===== config.mk =====
export PLATFORM = sky130hd
export DESIGN_NAME = control_pipeline
export DESIGN_NICKNAME = d
export VERILOG_FILES = /design/src/rtl/control_pipeline.sv
export SDC_FILE = /design/constraint.sdc
export NUM_CORES = 1
export LEC_CHECK = 0
export ABC_AREA = 1
export CAP_MARGIN = 40
export CORE_ASPECT_RATIO = 1.2
export CORE_MARGIN = 8
export CORE_UTILIZATION = 48
export CTS_CLUSTER_DIAMETER = 30
export CTS_CLUSTER_SIZE = 12
export DETAILED_ROUTE_END_ITERATION = 12
export PLACE_DENSITY = 0.86
export SYNTH_ARGS = -nofsm -noshare
export SYNTH_HDL_FRONTEND = slang
export SYNTH_SLANG_ARGS = --single-unit

===== constraint.sdc =====
create_clock -name clk -period 1.9 [get_ports clk]
set_clock_uncertainty 0.05 [all_clocks]
set_input_delay 0.19 -clock clk [delete_from_list [all_inputs] [get_ports clk]]
set_output_delay 0.19 -clock clk [all_outputs]
set_load 0.01 [all_outputs]

===== src/rtl/control_pipeline.sv =====
// Execute/memory/writeback control-word pipeline with PC-redirect resolution
// and a retired-instruction counter.
module control_pipeline #(
    parameter int ALUCTRL_W = 3,
    parameter int CNT_W     = 32
) (
    input  logic                 clk,
    input  logic                 reset,
    input  logic                 ValidD,
    input  logic                 RegWriteD,
    input  logic [1:0]           ResultSrcD,
    input  logic                 MemWriteD,
    input  logic                 ALUSrcD,
    input  logic [ALUCTRL_W-1:0] ALUControlD,
    input  logic                 BranchD,
    input  logic                 JumpD,
    input  logic                 JalrD,
    input  logic                 FlushE,
    input  logic                 TakenE,
    output logic                 ALUSrcE,
    output logic [ALUCTRL_W-1:0] ALUControlE,
    output logic                 PCSrcE,
    output logic                 JalrSelE,
    output logic [1:0]           ResultSrcE,
    output logic                 RegWriteM,
    output logic                 MemWriteM,
    output logic [1:0]           ResultSrcM,
    output logic                 RegWriteW,
    output logic [1:0]           ResultSrcW,
    output logic                 ValidW,
    output logic [CNT_W-1:0]     RetireCount
);

    logic                 r_validE;
    logic                 r_regWriteE;
    logic [1:0]           r_resultSrcE;
    logic                 r_memWriteE;
    logic                 r_aluSrcE;
    logic [ALUCTRL_W-1:0] r_aluControlE;
    logic                 r_branchE;
    logic                 r_jumpE;
    logic                 r_jalrE;

    logic                 r_validM;
    logic                 r_regWriteM;
    logic                 r_memWriteM;
    logic [1:0]           r_resultSrcM;

    logic                 r_validW;
    logic                 r_regWriteW;
    logic [1:0]           r_resultSrcW;

    logic [CNT_W-1:0]     r_retireCount;

    logic                 w_pcSrcE;
    logic                 w_jalrSelE;

    // Side-effecting enables are masked by ValidD so an empty slot can never
    // write or redirect; the datapath selects pass through unmasked.
    always_ff @(posedge clk) begin
        if (reset || FlushE) begin
            r_validE      <= 1'b0;
            r_regWriteE   <= 1'b0;
            r_resultSrcE  <= 2'b00;
            r_memWriteE   <= 1'b0;
            r_aluSrcE     <= 1'b0;
            r_aluControlE <= '0;
            r_branchE     <= 1'b0;
            r_jumpE       <= 1'b0;
            r_jalrE       <= 1'b0;
        end else begin
            r_validE      <= ValidD;
            r_regWriteE   <= RegWriteD & ValidD;
            r_resultSrcE  <= ResultSrcD;
            r_memWriteE   <= MemWriteD & ValidD;
            r_aluSrcE     <= ALUSrcD;
            r_aluControlE <= ALUControlD;
            r_branchE     <= BranchD & ValidD;
            r_jumpE       <= JumpD & ValidD;
            r_jalrE       <= JalrD & ValidD;
        end
    end

    // M and W advance every cycle; a flush of E leaves them untouched.
    always_ff @(posedge clk) begin
        if (reset) begin
            r_validM     <= 1'b0;
            r_regWriteM  <= 1'b0;
            r_memWriteM  <= 1'b0;
            r_resultSrcM <= 2'b00;
            r_validW     <= 1'b0;
            r_regWriteW  <= 1'b0;
            r_resultSrcW <= 2'b00;
        end else begin
            r_validM     <= r_validE;
            r_regWriteM  <= r_regWriteE;
            r_memWriteM  <= r_memWriteE;
            r_resultSrcM <= r_resultSrcE;
            r_validW     <= r_validM;
            r_regWriteW  <= r_regWriteM;
            r_resultSrcW <= r_resultSrcM;
        end
    end

    always_ff @(posedge clk) begin
        if (reset) begin
            r_retireCount <= '0;
        end else if (r_validW) begin
            r_retireCount <= r_retireCount + CNT_W'(1);
        end
    end

    assign w_pcSrcE   = r_validE & ((r_branchE & TakenE) | r_jumpE | r_jalrE);
    assign w_jalrSelE = r_validE & r_jalrE;

    assign ALUSrcE     = r_aluSrcE;
    assign ALUControlE = r_aluControlE;
    assign PCSrcE      = w_pcSrcE;
    assign JalrSelE    = w_jalrSelE;
    assign ResultSrcE  = r_resultSrcE;
    assign RegWriteM   = r_regWriteM;
    assign MemWriteM   = r_memWriteM;
    assign ResultSrcM  = r_resultSrcM;
    assign RegWriteW   = r_regWriteW;
    assign ResultSrcW  = r_resultSrcW;
    assign ValidW      = r_validW;
    assign RetireCount = r_retireCount;

endmodule


==> impl_metrics.toml <==
[outcome]
status = "finished clean"

[global_routing]
overflow = 0
first_global_vias = 2301
grt_antenna_before_repair = 0
grt_start_max_net_pins = 21
first_pass_grt_wire_length_um = 10380
groute.usage.overall_pct = 17.33

[worst_setup_path]
cp_top_family = "buffers and inverters"
path_max_fanout = 11
timing.critical_path.buf_inv = 1
data_arrival_time_of_the_critical_path_ns = 1.52
path_type_of_the_worst_setup_path = "flop to output pin"
cpMaxStageDelayCell = "clkdlybuf4s50_1"
cp.required_ns = 1.66
max_stage_delay_ns = 0.62
cell_breakdown_of_the_critical_path = "clkdlybuf4s50_1"
worst_setup_path_end_kind = "output pin"
startpoint_type = "flop"

[floorplan]
die_area_sq_um = 7406
height_of_the_chip_um = 92.69
floorplan.io_pins = 64
floorplan_die_width_um = 79.91
design.core.area_sq_um = 4835
start_util_pct = 48.65
fp-row-count = 28

[routing]
detailroute.via_count = 2353
post_drt_wl_per_cell_um = 13.19
post-route-drc-count = 0
routed_wirelength_um = 6120
detail-route-antenna-nets = 0
detail_route.iter0.violations = 216
vias_per_cell = 5.071
firstDrtPassIters = 4

[sta]
final_min_period_over_clock_period_pct = 92.88
totalNegativeSetupSlack_ns = 0
hold_violations = 0
slew_headroom_pct = 70.41
timing.final.crit_period_ns = 1.765
rsz_0062_raised_after_global_routing = "false"
worstMarginPinSlew_ns = 0.4432
final-max-slew-violation-count = 0
fmax_mhz = 566.6
final-setup-viol-count = 0

[clocking]
clkTransAtPathRegs_ns = 0.09
post_cts_resized = 0
clock_buffers_created_by_tritoncts = 5
postCtsHoldBufs = 0
cts_max_path_buffers = 2
clock_sink_count = 53
htreeDepth = 2
post-cts-setup-buffers = 0
clkLatencyLatePin_ns = 0.30
cts_tree = "built"
root_buffer = "clkbuf_8"

[power]
p_leak_uw = 0.001173
power_per_cell_area_nw_per_um2 = 597.6
vdd.ir_drop.worst_mv = 0.6232

[min_path]
min-delay-path-class = "primary input to flop"

[place]
routabilityCongestion = 0.9027
place.port_buffers = 63
placed_wire_length_estimate_after_detailed_placement_um = 4716
post_dp_cell_area_sq_um = 3050

[synth]
postSynthNetCount = 354
synth-seq-cells = 53
syn-mean-instance-area_sq_um = 6.980
synthDistinctLibCells = 24
synthesis.yosys.warnings = 0
instance_count_of_the_mapped_netlist = 337
syn-cell-area_sq_um = 2352
synth-seq-area-share_pct = 45.11

[cells_and_area]
fin_area_sq_um = 3141
layout.area.seq_sq_um = 1061
syn2layout_area_growth_pct = 33.51
antenna_fix_cells = 0
share_of_post_route_cells_with_drive_strength_above_1_pct = 7.178
design.final.nets = 421
area_of_combinational_cells_with_multiple_inputs_sq_um = 1085
layout.cells.most_common_list = "75 x nor2_1, 68 x nand2_1, 63 x clkdlybuf4s50_1"
n_fill_cell = 441
final_common_cell = "nor2_1"

[flow_run]
maxCapViolations = 0
power by group:
group | internal [uW] | switching [uW] | total, uW
clock network | 289 | 356 | 645
registers | 1120 | 6.28 | 1130
logic | 57.2 | 45.6 | 103
total | 1470 | 408 | 1880
synthesized netlist by cell type:
cell type	count	area [sq um]
a211oi_1	1	7.510
a21oi_1	17	85.08
and2_1	1	6.260
and3_1	1	6.260
buf_1	1	3.750
buf_6	1	11.26
clkbuf_1	4	15.01
dfxtp_1	53	1061
ha_1	1	12.51
inv_1	47	176.4
nand2_1	68	255.2
nand2_2	6	37.54
nand2_4	1	11.26
nand3_1	15	75.07
nand4_1	15	93.84
nor2_1	75	281.5
nor2_2	7	43.79
nor2_4	5	56.30
nor3_1	5	25.02
o21a_1	2	15.01
o21ai_0	6	30.03
o21bai_1	1	7.510
xnor2_1	1	8.760
xor2_1	3	26.28
layout make-up:
cell class,instances,area share (%)
Inverter,47,5.618
Clock inverter,1,0.2390
Clock buffer,6,2.629
Timing Repair Buffer,66,20.80
Tap cell,60,2.390
Multi-Input combinational cell,231,34.54
Sequential cell,53,33.78
metrics by stage:
stage                     worst slack (ns)  cells  utilization [%]  hold WS [ns]  total power (uW)
after floorplan                     0.4116    337                -        0.2376              1196
after global placement              0.2947    457            63.10        0.3400              1257
after detailed placement            0.2861    457            63.10        0.3459              1259
after CTS                           0.1220    464            64.96        0.3383              1897
after global routing               0.07556    464            64.96        0.3490              1962
final                               0.1352    464            64.96        0.3500              1877
routing by layer:
metal | part of all wire [%] | track usage (%) | up-vias
li1 | - | - | 1177
met1 | 37 | 18.02 | 1043
met2 | 47 | 28.16 | 119
met3 | 13 | 9.302 | 14
met4 | 2.3 | 7.447 | 0
met5 | 0 | 0 | -
state kept, by name, indices dropped and copies added, names as in the netlist:
| name | flops |
|---|---|
| r_validE | 1 |
| RetireCount | 32 |
| MemWriteM | 1 |
| ALUControlE | 3 |
| ALUSrcE | 1 |
| ResultSrcW | 2 |
| r_validM | 1 |
| r_jumpE | 1 |
| r_jalrE | 1 |
| r_branchE | 1 |
| r_memWriteE | 1 |
| ResultSrcM | 2 |
| ResultSrcE | 2 |
| RegWriteW | 1 |
| RegWriteM | 1 |
| r_regWriteE | 1 |
| ValidW | 1 |
logic make-up after synthesis:
logic type,synth area share (%)
compound gates,6.170
xor+xnor,1.490
flops,45.11
fa+ha+maj,0.5318
buf+inv,8.776
simple gates,37.93
worst paths after layout:
check / start / end / slack [ns] / depth (start not counted)
worst max-delay path: ValidW / ValidW / 0.14 / 1
worst min-delay path: ALUControlD[2] / ALUControlE[2] / 0.35 / 3
worst max register to register: RetireCount[0] / RetireCount[16] / 0.29 / 7
worst min register to register: r_validM / ValidW / 0.36 / 2
Power figures use the tool's default switching activity.
==> patch 1, RTL diff (same settings) <==
Make the reset (`reset`) asynchronous in 2 clocked blocks.
--- a/src/rtl/control_pipeline.sv
+++ b/src/rtl/control_pipeline.sv
@@ -82,7 +82,7 @@
     end
 
     // M and W advance every cycle; a flush of E leaves them untouched.
-    always_ff @(posedge clk) begin
+    always_ff @(posedge clk or posedge reset) begin
         if (reset) begin
             r_validM     <= 1'b0;
             r_regWriteM  <= 1'b0;
@@ -102,7 +102,7 @@
         end
     end
 
-    always_ff @(posedge clk) begin
+    always_ff @(posedge clk or posedge reset) begin
         if (reset) begin
             r_retireCount <= '0;
         end else if (r_validW) begin
Check against the original RTL: differs if reset is asserted again (counterexample within 4 cycles, from zero or initial values and one cycle with reset high); with reset held inactive, the same outputs for 10 cycles.
==> patch 1 against the unedited design <==
- sequential cell count did not move
- non-clock buffer count fell by 2
- routed wire length fell by 13%
- area after synthesis fell by 1.9%
- utilization rose by 2.8 points
- worst setup slack improved by 0.12 ns
- first-iteration DRC count fell by 52%
- critical path depth rose by 1
- design area fell by 0.84%
- sequential share of layout area rose by 6.9 points
- fmax rose by 7.0%
Power is not compared: it rests on default switching activity, and its combinational part moved more than twofold at a synthesized area within 25%.
==> patch 1: results (changes against the unedited design) <==
Critical R2R Capture RetireCount[28] (was RetireCount[16]); Initial DRC Count 103 (was 216); Worst-Margin Slew 0.495 ns (was 0.443 ns); Register-to-Register Path Depth 8 (was 7); Placer Congestion 0.785 (was 0.903); r2r startpoint RetireCount[0] (unchanged); status finished clean (unchanged); post-synthesis mux area share 0.488% (was 0%); XOR/XNOR Fraction of Synth Area 7.59% (was 1.49%); Post-synth top cells 68 x nand2_1, 41 x dfrtp_1, 36 x inv_1, 30 x nor2_1, 12 x dfxtp_1 (was 75 x nor2_1, 68 x nand2_1, 53 x dfxtp_1, 47 x inv_1, 17 x a21oi_1); final layout net count 343 (was 421); HP Class reg -> reg (was in -> reg); syn nets 273 (was 354); Crit Path Max Fanout 3 (was 11); share of layout cells above drive strength 1 9.79% (was 7.18%); routed vias 1843 (was 2353); largest net degree at the start of global routing 42 (was 21); post-synthesis cell type count 21 (was 24); max incr delay on CP 0.57 ns (was 0.62 ns); Critical Path AT 1.41 ns (was 1.52 ns); asr flop ratio synth 77.4% (was 0%); Critical Path Sink PCSrcE (was ValidW); HPWL after detailed placement 4.12 mm (was 4.72 mm); vias in the first global route 1935 (was 2301); critical path startpoint r_validE (was ValidW); Seq/Total Area, Yosys 54.9% (was 45.1%); Area after DPL 0.00301 mm² (was 0.00305 mm²); Hold Path Stages 0 (was 3); Total GRT Usage 15.4% (was 17.3%)
## patch 1: changes by cell type after synthesis, sizes merged, moves of 11 or more
cell and change:
a21oi -17, nor2 -45, inv -11, dfrtp +41, dfxtp -41
## patch 1: worst min-delay path by stage
stage / slack [ns] / startpoint / end
global placement: 0.27 / r_memWriteE / MemWriteM
global route: 0.30 / r_memWriteE / MemWriteM
floorplan: 0.24 / ValidD / r_validE
CTS: 0.28 / r_memWriteE / MemWriteM
detailed placement: 0.27 / r_memWriteE / MemWriteM
finish: 0.28 / r_memWriteE / MemWriteM
## patch 1: power by group through the flow
stage                     Combinational (mW)  Sequential (mW)  Clock, mW
final                                  0.298             1.25      0.675
after global routing                   0.324             1.26      0.729
after detailed placement               0.303             1.27          0
after CTS                              0.305             1.25      0.693
after floorplan                       0.0983             1.29          0
after global placement                 0.291             1.27          0
## patch 1: layer usage
layer	global-route usage [%]	up-vias	share of wire (%)
li1	-	911	-
met1	15.2	883	38
met2	29.3	41	56
met3	3.52	8	4.1
met4	6.97	0	2.1
met5	0	-	0
## patch 1: kinds of logic after synthesis
| kind of cell | after synthesis |
|---|---|
| simple gates | 140 |
| flops | 53 |
| buf+inv | 37 |
| xor+xnor | 20 |
| compound gates | 4 |
| mux | 1 |
| fa+ha+maj | 1 |
## patch 1: layout make-up
type                            instances  area (µm²)
Inverter                               36         135
Sequential cell                        53        1270
Clock inverter                          2        17.5
Tap cell                               58        72.6
Timing Repair Buffer                   64         638
Clock buffer                            6        82.6
Fill cell                             367        1480
Multi-Input combinational cell        166         902
## patch 1: per-stage QoR
step | setup WS, ns | cells
floorplan | 0.438 | 256
global placement | 0.269 | 377
detailed placement | 0.252 | 377
CTS | 0.231 | 385
global route | 0.161 | 385
finish | 0.250 | 385
==> patch 2, RTL diff (config.mk and constraints unchanged) <==
Without the edit above. `ALUCTRL_W`: 3 -> 2.
--- a/src/rtl/control_pipeline.sv
+++ b/src/rtl/control_pipeline.sv
@@ -1,7 +1,7 @@
 // Execute/memory/writeback control-word pipeline with PC-redirect resolution
 // and a retired-instruction counter.
 module control_pipeline #(
-    parameter int ALUCTRL_W = 3,
+    parameter int ALUCTRL_W = 2,
     parameter int CNT_W     = 32
 ) (
     input  logic                 clk,
Ports: changed (resized ALUControlD and ALUControlE); port bits go from 64 to 62. The function was not compared with the original's and may differ.
==> patch 2 against the unedited design <==
- power down 0.55%
- sequential cell count is 1 lower
- clock power increased by 2%
- area after synthesis is essentially flat
- worst setup slack better by 0.10 ns
- hold slack lost 0.00054 ns
- global-route usage shrank 1.1 points
- routed wire length shrank 5.0%
- design area is 1.0% lower
- critical path depth is the same
- critical path type unchanged
==> patch 2: results (changes against the unedited design) <==
Leakage Power 1.23 nW (was 1.17 nW); post-synthesis cell type count 23 (was 24); DRT Pass-1 Iters 5 (was 4); # diodes 0 (unchanged); Rel. slew slack 52.7% (was 70.4%); Total GRT Usage 16.3% (was 17.3%); largest net degree at the start of global routing 25 (was 21); final layout net count 419 (was 421); initial antenna violation count 0 (unchanged); fin. max-slew vios 0 (unchanged); Seq/Total Area, Yosys 44.2% (was 45.1%); Primary FF master, synth dfxtp_1 (unchanged); HPWL after detailed placement 4.44 mm (was 4.72 mm); Post-synth top cells 72 x nor2_1, 68 x nand2_1, 53 x inv_1, 52 x dfxtp_1, 21 x a21oi_1 (was 75 x nor2_1, 68 x nand2_1, 53 x dfxtp_1, 47 x inv_1, 17 x a21oi_1); Port Buffers 61 (was 63); status finished clean (unchanged); post_cts resized 0 (unchanged); Initial DRC Count 140 (was 216); cells after synthesis 340 (was 337); VDD IR max 641 µV (was 623 µV); Critical Path AT 1.42 ns (was 1.52 ns); asr flop ratio synth 0% (unchanged); Vias/cell 5.06 (was 5.07); Area after DPL 0.00301 mm² (was 0.00305 mm²); share of layout cells above drive strength 1 6.44% (was 7.18%); syn nets 356 (was 354); Cell Int Power 1.45 mW (was 1.47 mW); Inst Count DP 456 (was 457); first-pass GRT wire length 9.88 mm (was 10.4 mm); Crit Path Max Fanout 10 (was 11); synth top area cells dfxtp_1 44%, nor2_1 11%, nand2_1 11% (was dfxtp_1 45%, nor2_1 12%, nand2_1 11%); Routed WL 5.81 mm (was 6.12 mm); clock slew at reported path FFs 0.09 ns (about the same); wire length per cell 12.5 µm (was 13.2 µm); max incr delay on CP 0.61 ns; Placer Congestion 0.869 (was 0.903); vias in the first global route 2338 (was 2301); pre-CTS setup slack 0.152 ns (was 0.286 ns)
==> patch 2: changes by cell type in the layout (fill, tap and decap cells not counted), moves of 3 or more <==
cell / change
nor3_1: -3
nor2_1: -3
a21oi_1: +4
nor2_2: -3
inv_1: +6
==> patch 2: layer usage <==
layer / GRT usage, % / wire length, µm
met4: 6.99 / 143
met1: 15.9 / 2170
met3: 8.33 / 731
met2: 28.0 / 2760
met5: 0 / 0
==> patch 2: worst paths after layout <==
check | from | end | slack [ns] | cells past startpoint
min reg2reg | r_memWriteE | MemWriteM | 0.36 | 2
max | ValidW | ValidW | 0.24 | 1
max reg2reg | RetireCount[0] | RetireCount[30] | 0.29 | 8
min | ResultSrcD[0] | ResultSrcE[0] | 0.35 | 3
==> patch 2: worst reg2reg max path, stage by stage (launching register included) <==
cell and delay [ns]:
dfxtp_1 0.45, ha_1 0.18, nand2_1 0.09, inv_1 0.11
nand2_1 0.12, nor2_1 0.26, nand4_1 0.13, nand2_1 0.08
nor2_1 0.05
==> patch 2: final cells by class <==
class / count / area [µm²]
inverter: 54 / 203
tap: 60 / 75.1
fill: 452 / 1730
clock buffer: 7 / 86.3
multi-input combinational: 228 / 1080
clock inverter: 1 / 7.51
sequential: 52 / 1040
timing repair buffer: 62 / 618
==> patch 2: power by group through the flow <==
stage / clock network (mW) / registers, mW / logic, mW
2_1_floorplan: 0 / 1.14 / 0.0397
4_1_cts: 0.669 / 1.11 / 0.0993
6_report: 0.661 / 1.11 / 0.0979
3_3_place_gp: 0 / 1.13 / 0.0964
5_1_grt: 0.719 / 1.11 / 0.110
3_5_place_dp: 0 / 1.13 / 0.0986
==> patch 2: cells by family (layout without fill, tap and decap cells) <==
group,count (synthesis),in the layout,share of synthesized area [%]
simple gates,192,192,37.1
xor+xnor,1,1,0.372
flops,52,52,44.2
fa+ha+maj,1,1,0.532
compound gates,34,34,7.76
buf+inv,60,124,9.99
